[src/rtl/reset_sequencer.sv]
// Reset sequencer: holds every downstream reset, releases the channels one at a
// time, then watches the running system with a watchdog and a software reset request.
module reset_sequencer #(
  parameter int HOLD_CYCLES = 4,
  parameter int STAGE_GAP   = 2,
  parameter int NUM_OUT     = 2,
  parameter int WDT_WIDTH   = 8,
  parameter int WDT_LIMIT   = 200
) (
  input  logic                 clock,
  input  logic                 reset,
  input  logic                 wdt_en,
  input  logic                 wdt_kick,
  input  logic                 sw_rst_req,
  output logic [NUM_OUT-1:0]   rst_out,
  output logic                 busy,
  output logic [1:0]           rst_cause,
  output logic [WDT_WIDTH-1:0] wdt_count
);

  localparam int HOLD_W  = (HOLD_CYCLES > 1) ? $clog2(HOLD_CYCLES) : 1;
  localparam int STAGE_W = (STAGE_GAP > 1) ? $clog2(STAGE_GAP) : 1;

  localparam logic [HOLD_W-1:0]    HOLD_LAST  = HOLD_W'(HOLD_CYCLES - 1);
  localparam logic [STAGE_W-1:0]   STAGE_LAST = STAGE_W'(STAGE_GAP - 1);
  localparam logic [WDT_WIDTH-1:0] WDT_LAST   = WDT_WIDTH'(WDT_LIMIT - 1);
  localparam logic [NUM_OUT-1:0]   RST_FIRST  = ~NUM_OUT'(1);

  localparam logic [1:0] CAUSE_EXT = 2'b00;
  localparam logic [1:0] CAUSE_WDT = 2'b01;
  localparam logic [1:0] CAUSE_SW  = 2'b10;

  typedef enum logic [1:0] {
    ST_ASSERT  = 2'd0,
    ST_RELEASE = 2'd1,
    ST_RUN     = 2'd2
  } state_t;

  state_t               r_state;
  logic [HOLD_W-1:0]    r_hold_cnt;
  logic [STAGE_W-1:0]   r_stage_cnt;
  logic [NUM_OUT-1:0]   r_rst_out;
  logic                 r_busy;
  logic [1:0]           r_cause;
  logic [WDT_WIDTH-1:0] r_wdt_cnt;

  state_t               w_state_nxt;
  logic [HOLD_W-1:0]    w_hold_nxt;
  logic [STAGE_W-1:0]   w_stage_nxt;
  logic [NUM_OUT-1:0]   w_rst_nxt;
  logic [NUM_OUT-1:0]   w_rst_shift;
  logic [1:0]           w_cause_nxt;
  logic [WDT_WIDTH-1:0] w_wdt_nxt;
  logic                 w_timeout;

  always_comb begin
    // NOTE: every signal gets a default before the case so no path leaves one unassigned (no latches).
    w_state_nxt = r_state;
    w_hold_nxt  = r_hold_cnt;
    w_stage_nxt = r_stage_cnt;
    w_rst_nxt   = r_rst_out;
    w_cause_nxt = r_cause;
    w_wdt_nxt   = r_wdt_cnt;
    w_rst_shift = r_rst_out << 1;
    w_timeout   = (r_state == ST_RUN) && !wdt_kick && wdt_en && (r_wdt_cnt == WDT_LAST);

    case (r_state)
      ST_ASSERT: begin
        w_rst_nxt = '1;
        w_wdt_nxt = '0;
        if (r_hold_cnt == HOLD_LAST) begin
          w_hold_nxt  = '0;
          w_stage_nxt = '0;
          w_rst_nxt   = RST_FIRST;
          w_state_nxt = (NUM_OUT == 1) ? ST_RUN : ST_RELEASE;
        end else begin
          w_hold_nxt = r_hold_cnt + 1'b1;
        end
      end

      ST_RELEASE: begin
        w_wdt_nxt = '0;
        if (r_stage_cnt == STAGE_LAST) begin
          // Channels release low-to-high by shifting zeros in from bit 0.
          w_stage_nxt = '0;
          w_rst_nxt   = w_rst_shift;
          if (w_rst_shift == '0) begin
            w_state_nxt = ST_RUN;
          end
        end else begin
          w_stage_nxt = r_stage_cnt + 1'b1;
        end
      end

      ST_RUN: begin
        if (wdt_kick) begin
          w_wdt_nxt = '0;
        end else if (wdt_en && !w_timeout) begin
          w_wdt_nxt = r_wdt_cnt + 1'b1;
        end
        // Watchdog timeout outranks a simultaneous software request.
        if (w_timeout || sw_rst_req) begin
          w_state_nxt = ST_ASSERT;
          w_hold_nxt  = '0;
          w_stage_nxt = '0;
          w_rst_nxt   = '1;
          w_wdt_nxt   = '0;
          w_cause_nxt = w_timeout ? CAUSE_WDT : CAUSE_SW;
        end
      end

      default: begin
        w_state_nxt = ST_ASSERT;
        w_hold_nxt  = '0;
        w_stage_nxt = '0;
        w_rst_nxt   = '1;
        w_wdt_nxt   = '0;
      end
    endcase
  end

  always_ff @(posedge clock) begin
    // NOTE: state registers use non-blocking assignments so every flop samples pre-edge values.
    if (!reset) begin
      r_state     <= ST_ASSERT;
      r_hold_cnt  <= '0;
      r_stage_cnt <= '0;
      r_rst_out   <= '1;
      r_busy      <= 1'b1;
      r_cause     <= CAUSE_EXT;
      r_wdt_cnt   <= '0;
    end else begin
      r_state     <= w_state_nxt;
      r_hold_cnt  <= w_hold_nxt;
      r_stage_cnt <= w_stage_nxt;
      r_rst_out   <= w_rst_nxt;
      r_busy      <= (w_state_nxt != ST_RUN);
      r_cause     <= w_cause_nxt;
      r_wdt_cnt   <= w_wdt_nxt;
    end
  end

  assign rst_out   = r_rst_out;
  assign busy      = r_busy;
  assign rst_cause = r_cause;
  assign wdt_count = r_wdt_cnt;

endmodule

[config.mk]
export PLATFORM = sky130hd
export DESIGN_NAME = reset_sequencer
export DESIGN_NICKNAME = d
export VERILOG_FILES = /design/src/rtl/reset_sequencer.sv
export SDC_FILE = /design/constraint.sdc
export NUM_CORES = 1
export LEC_CHECK = 0
export CAP_MARGIN = 0
export CELL_PAD_IN_SITES_DETAIL_PLACEMENT = 0
export CELL_PAD_IN_SITES_GLOBAL_PLACEMENT = 2
export CORE_MARGIN = 3
export CORE_UTILIZATION = 26
export DETAILED_ROUTE_END_ITERATION = 7
export PLACE_DENSITY_LB_ADDON = 0.1
export SYNTH_ARGS = -nofsm -noshare
export SYNTH_HDL_FRONTEND = slang
export SYNTH_SLANG_ARGS = --single-unit
[constraint.sdc]
create_clock -name clock -period 1.5 [get_ports clock]
set_input_delay 0.375 -clock clock [delete_from_list [all_inputs] [get_ports clock]]
set_output_delay 0.375 -clock clock [all_outputs]
set_load 0.01 [all_outputs]
==> impl_metrics.ini <==
[sta]
finalMaxSlewViolations = 0
fmax_mhz = 647
max_slew.worst_pin.slew_ps = 287
setup_violations = 1
hold_viol_final = 0
finalSetupTns_ps = -45.7
rsz0062_at_grt = yes
fin_crit_sh = 1.03
clock_skew_ps = 1.61
fin_ws_ps = -45.7
max_slew_margin = 0.807
fin_crit_ps = 1550

[placed_design]
dp_slack_ps = -464
dp_hpwl_mm = 1.56
dpl-instance-area_um2 = 1230
gp_congestion = 0.717
io_buffers = 17
dp.cells = 168

[global_routing]
grt_max_degree = 11
antenna_found_initial = 0
grt_pass1_vias = 817
grt_pass1_wl_mm = 3.69
grt_usage = 0.116
grt.overflow.total = 0

[detailed_routing]
ant_nets = 0
via_per_inst = 4.60
first_pass_iters = 4
first_iter_violations = 10
routed_wl_mm = 2.10
dr_total_vias = 796
drcViolationCount = 0
avgRoutedWirePerCell_um = 12.1

[run_status]
violations = negative setup slack
status = finished, violations left

[worst_hold_path]
hold_end = r_hold_cnt[1]
min_path_cells = 2
hp-class = reg -> reg
hold_start = r_hold_cnt[1]

[pwr]
ir_drop_v = 0.000230
p_sw_uw = 234
power_frac_seq = 0.543
combPwrFrac = 0.132
p_int_uw = 713
switching_share = 0.247
clkPwrFrac = 0.324
powerDensity_nw_per_um2 = 729
p_leak_nw = 0.563

[setup_path]
cp_slowest_stage_delay_ps = 410
cp_num_buf_inv = 0
crit_path_end_kind = flop
critPathLaunchType = flop
crit_type = reg -> reg
r2r-end = wdt_count[7]
path_cells = ha_4 -> and4_4 -> a31o_4 -> or4_4 -> a21oi_2
r2r_slack_ps = -50
rr_worst_depth = 5
crit_fanout = 5
slowest_stage = or4_4
crit_family = simple AND/OR/NAND/NOR gates
cp.arrival_ps = 1780
r2r-start = wdt_count[0]
crit_required_ps = 1740

[final_layout]
nNetsFinal = 137
layout_common_cells = 17 x buf_4, 15 x dlygate4sd2_1, 9 x dfxtp_1
synthToLayoutAreaGrowth_pct = 52.8
n_antenna_cell = 0
final_util = 0.422
final_common_cell = buf_4
drive_above_1_share = 0.357
design_area_um2 = 1300
fin_cells = 173

[cts]
cts_tree = done
path_clk_slew_ps = 110
ctsHtreeMaxLevel = 1
cts_buffers = 3
root_buffer = clkbuf_4
clockBufferDepth = 2
ctsHoldBuffers = 0
cts.sinks = 18
worstSkewPairLatency_ps = 290

[yosys]
synth_simple_gate_area_share = 0.271
seq_area_frac_synth = 0.424
synth_area_um2 = 851
synth.distinct_cells = 37
synth-xor-area-share = 0.0206
synth_cells = 92
avgSynthCellArea_um2 = 9.25
yosysWarnings = 0
synth_fa_ha_area_frac = 0.0294
synth-compound-area-share = 0.194
synth_top_family_by_area = simple AND/OR/NAND/NOR gates
synthesis.nets = 99
synthMuxAreaShare = 0.0250
synth.ff_latch_count = 18

[floorplan]
die_area_um2 = 3990
fp.coreArea_um2 = 3080
fp.dieW_um = 63.2
start_util = 0.276
dieHeight_um = 63.2
io_pins = 18
rows = 20

[flow_run]
cap_viol_max_count = 0
==> timing repair <==
| action | 4_1_cts | 5_1_grt |
|---|---|---|
| endpoints found under the hold margin | 0 | 0 |
| endpoints found under the setup margin | 25 | 6 |
| pin swaps | 4 | 5 |
| buffers inserted | 1 | 0 |
| resized for setup | 22 | 9 |
==> power by group through the flow <==
stage                     Clock, mW  Sequential, mW  Combinational (mW)
after floorplan                   0           0.524              0.0727
after global placement            0           0.527               0.117
after detailed placement          0           0.526               0.120
after CTS                     0.313           0.514               0.121
after global routing          0.340           0.518               0.145
final                         0.307           0.515               0.126
==> per-layer routing <==
layer | vias up | part of all wire | global-route usage
met5 | - | 0 | 0
met4 | 0 | 0.0090 | 0.0485
met2 | 10 | 0.48 | 0.183
met3 | 2 | 0.034 | 0.0267
li1 | 409 | - | -
met1 | 375 | 0.47 | 0.152
==> flip-flops by register name, summed over array words and instances (netlist names) <==
name and cells:
wdt_count 8, r_hold_cnt 2, r_state 2, rst_cause 2, rst_out 2, busy 1
r_stage_cnt 1
==> through the flow <==
step,hold slack (ps),total power [mW]
after floorplan,461,0.596
after global placement,474,0.644
after detailed placement,479,0.647
after CTS,496,0.948
after global routing,527,1.00
final,488,0.947
==> how the worst max path moves through the flow <==
stage | cells past startpoint | to | slack (ps) | from
floorplan | 5 | wdt_count[7] | -40 | wdt_count[0]
global placement | 5 | rst_out[0] | -440 | sw_rst_req
detailed placement | 5 | rst_out[0] | -460 | sw_rst_req
CTS | 5 | wdt_count[7] | -60 | wdt_count[0]
global route | 5 | wdt_count[7] | -100 | wdt_count[0]
finish | 5 | wdt_count[7] | -50 | wdt_count[0]
==> worst reg2reg max path: stages, from the launching register on <==
cell and delay, ps:
dfxtp_4 370, ha_4 150, and4_4 210, a31o_4 240, or4_4 410, a21oi_2 120
==> layout make-up <==
class / instances / area (um2)
Fill cell: 319 / 1780
Multi-Input combinational cell: 66 / 519
Sequential cell: 18 / 377
Timing Repair Buffer: 35 / 290
Tap cell: 44 / 55.1
Clock buffer: 4 / 36.3
Inverter: 6 / 22.5
==> cells in the mapped netlist <==
| cell | count | area (um2) |
|---|---|---|
| a21boi_0 | 2 | 15.0 |
| a21o_1 | 1 | 7.51 |
| a21oi_1 | 4 | 20.0 |
| a22oi_1 | 1 | 7.51 |
| a31o_4 | 1 | 17.5 |
| a31oi_1 | 1 | 6.26 |
| a31oi_2 | 1 | 12.5 |
| and2b_1 | 1 | 7.51 |
| and3_1 | 1 | 6.26 |
| and4_4 | 1 | 11.3 |
| buf_2 | 1 | 5.00 |
| clkbuf_1 | 1 | 3.75 |
| dfxtp_1 | 18 | 360 |
| ha_1 | 2 | 25.0 |
| inv_1 | 6 | 22.5 |
| mux2_1 | 1 | 11.3 |
| mux2i_1 | 1 | 10.0 |
| nand2_1 | 5 | 18.8 |
| nand2_2 | 1 | 6.26 |
| nand3_1 | 5 | 25.0 |
| nand4_1 | 2 | 12.5 |
| nor2_1 | 8 | 30.0 |
| nor2b_1 | 2 | 12.5 |
| nor3_1 | 1 | 5.00 |
| nor3b_1 | 1 | 7.51 |
| nor3b_2 | 1 | 12.5 |
| nor4b_4 | 1 | 23.8 |
| o21a_1 | 2 | 15.0 |
| o21ai_0 | 6 | 30.0 |
| o221a_2 | 1 | 11.3 |
| o31ai_1 | 3 | 22.5 |
| or2b_1 | 1 | 7.51 |
| or3_1 | 2 | 12.5 |
| or3_2 | 1 | 7.51 |
| or3b_1 | 1 | 8.76 |
| or4_1 | 2 | 15.0 |
| xor2_1 | 2 | 17.5 |
==> cells by family (layout without fill, tap and decap cells) <==
| family | count (synthesis) | in the layout |
|---|---|---|
| and+or+nand+nor | 37 | 37 |
| DFF | 18 | 18 |
| muxes | 2 | 2 |
| xor gates and xnor gates | 2 | 2 |
| AOI/OAI and AO/OA | 23 | 23 |
| buffers and inverters | 8 | 45 |
| adders and majority gates | 2 | 2 |
No activity file was read; power rests on OpenSTA's default activity.
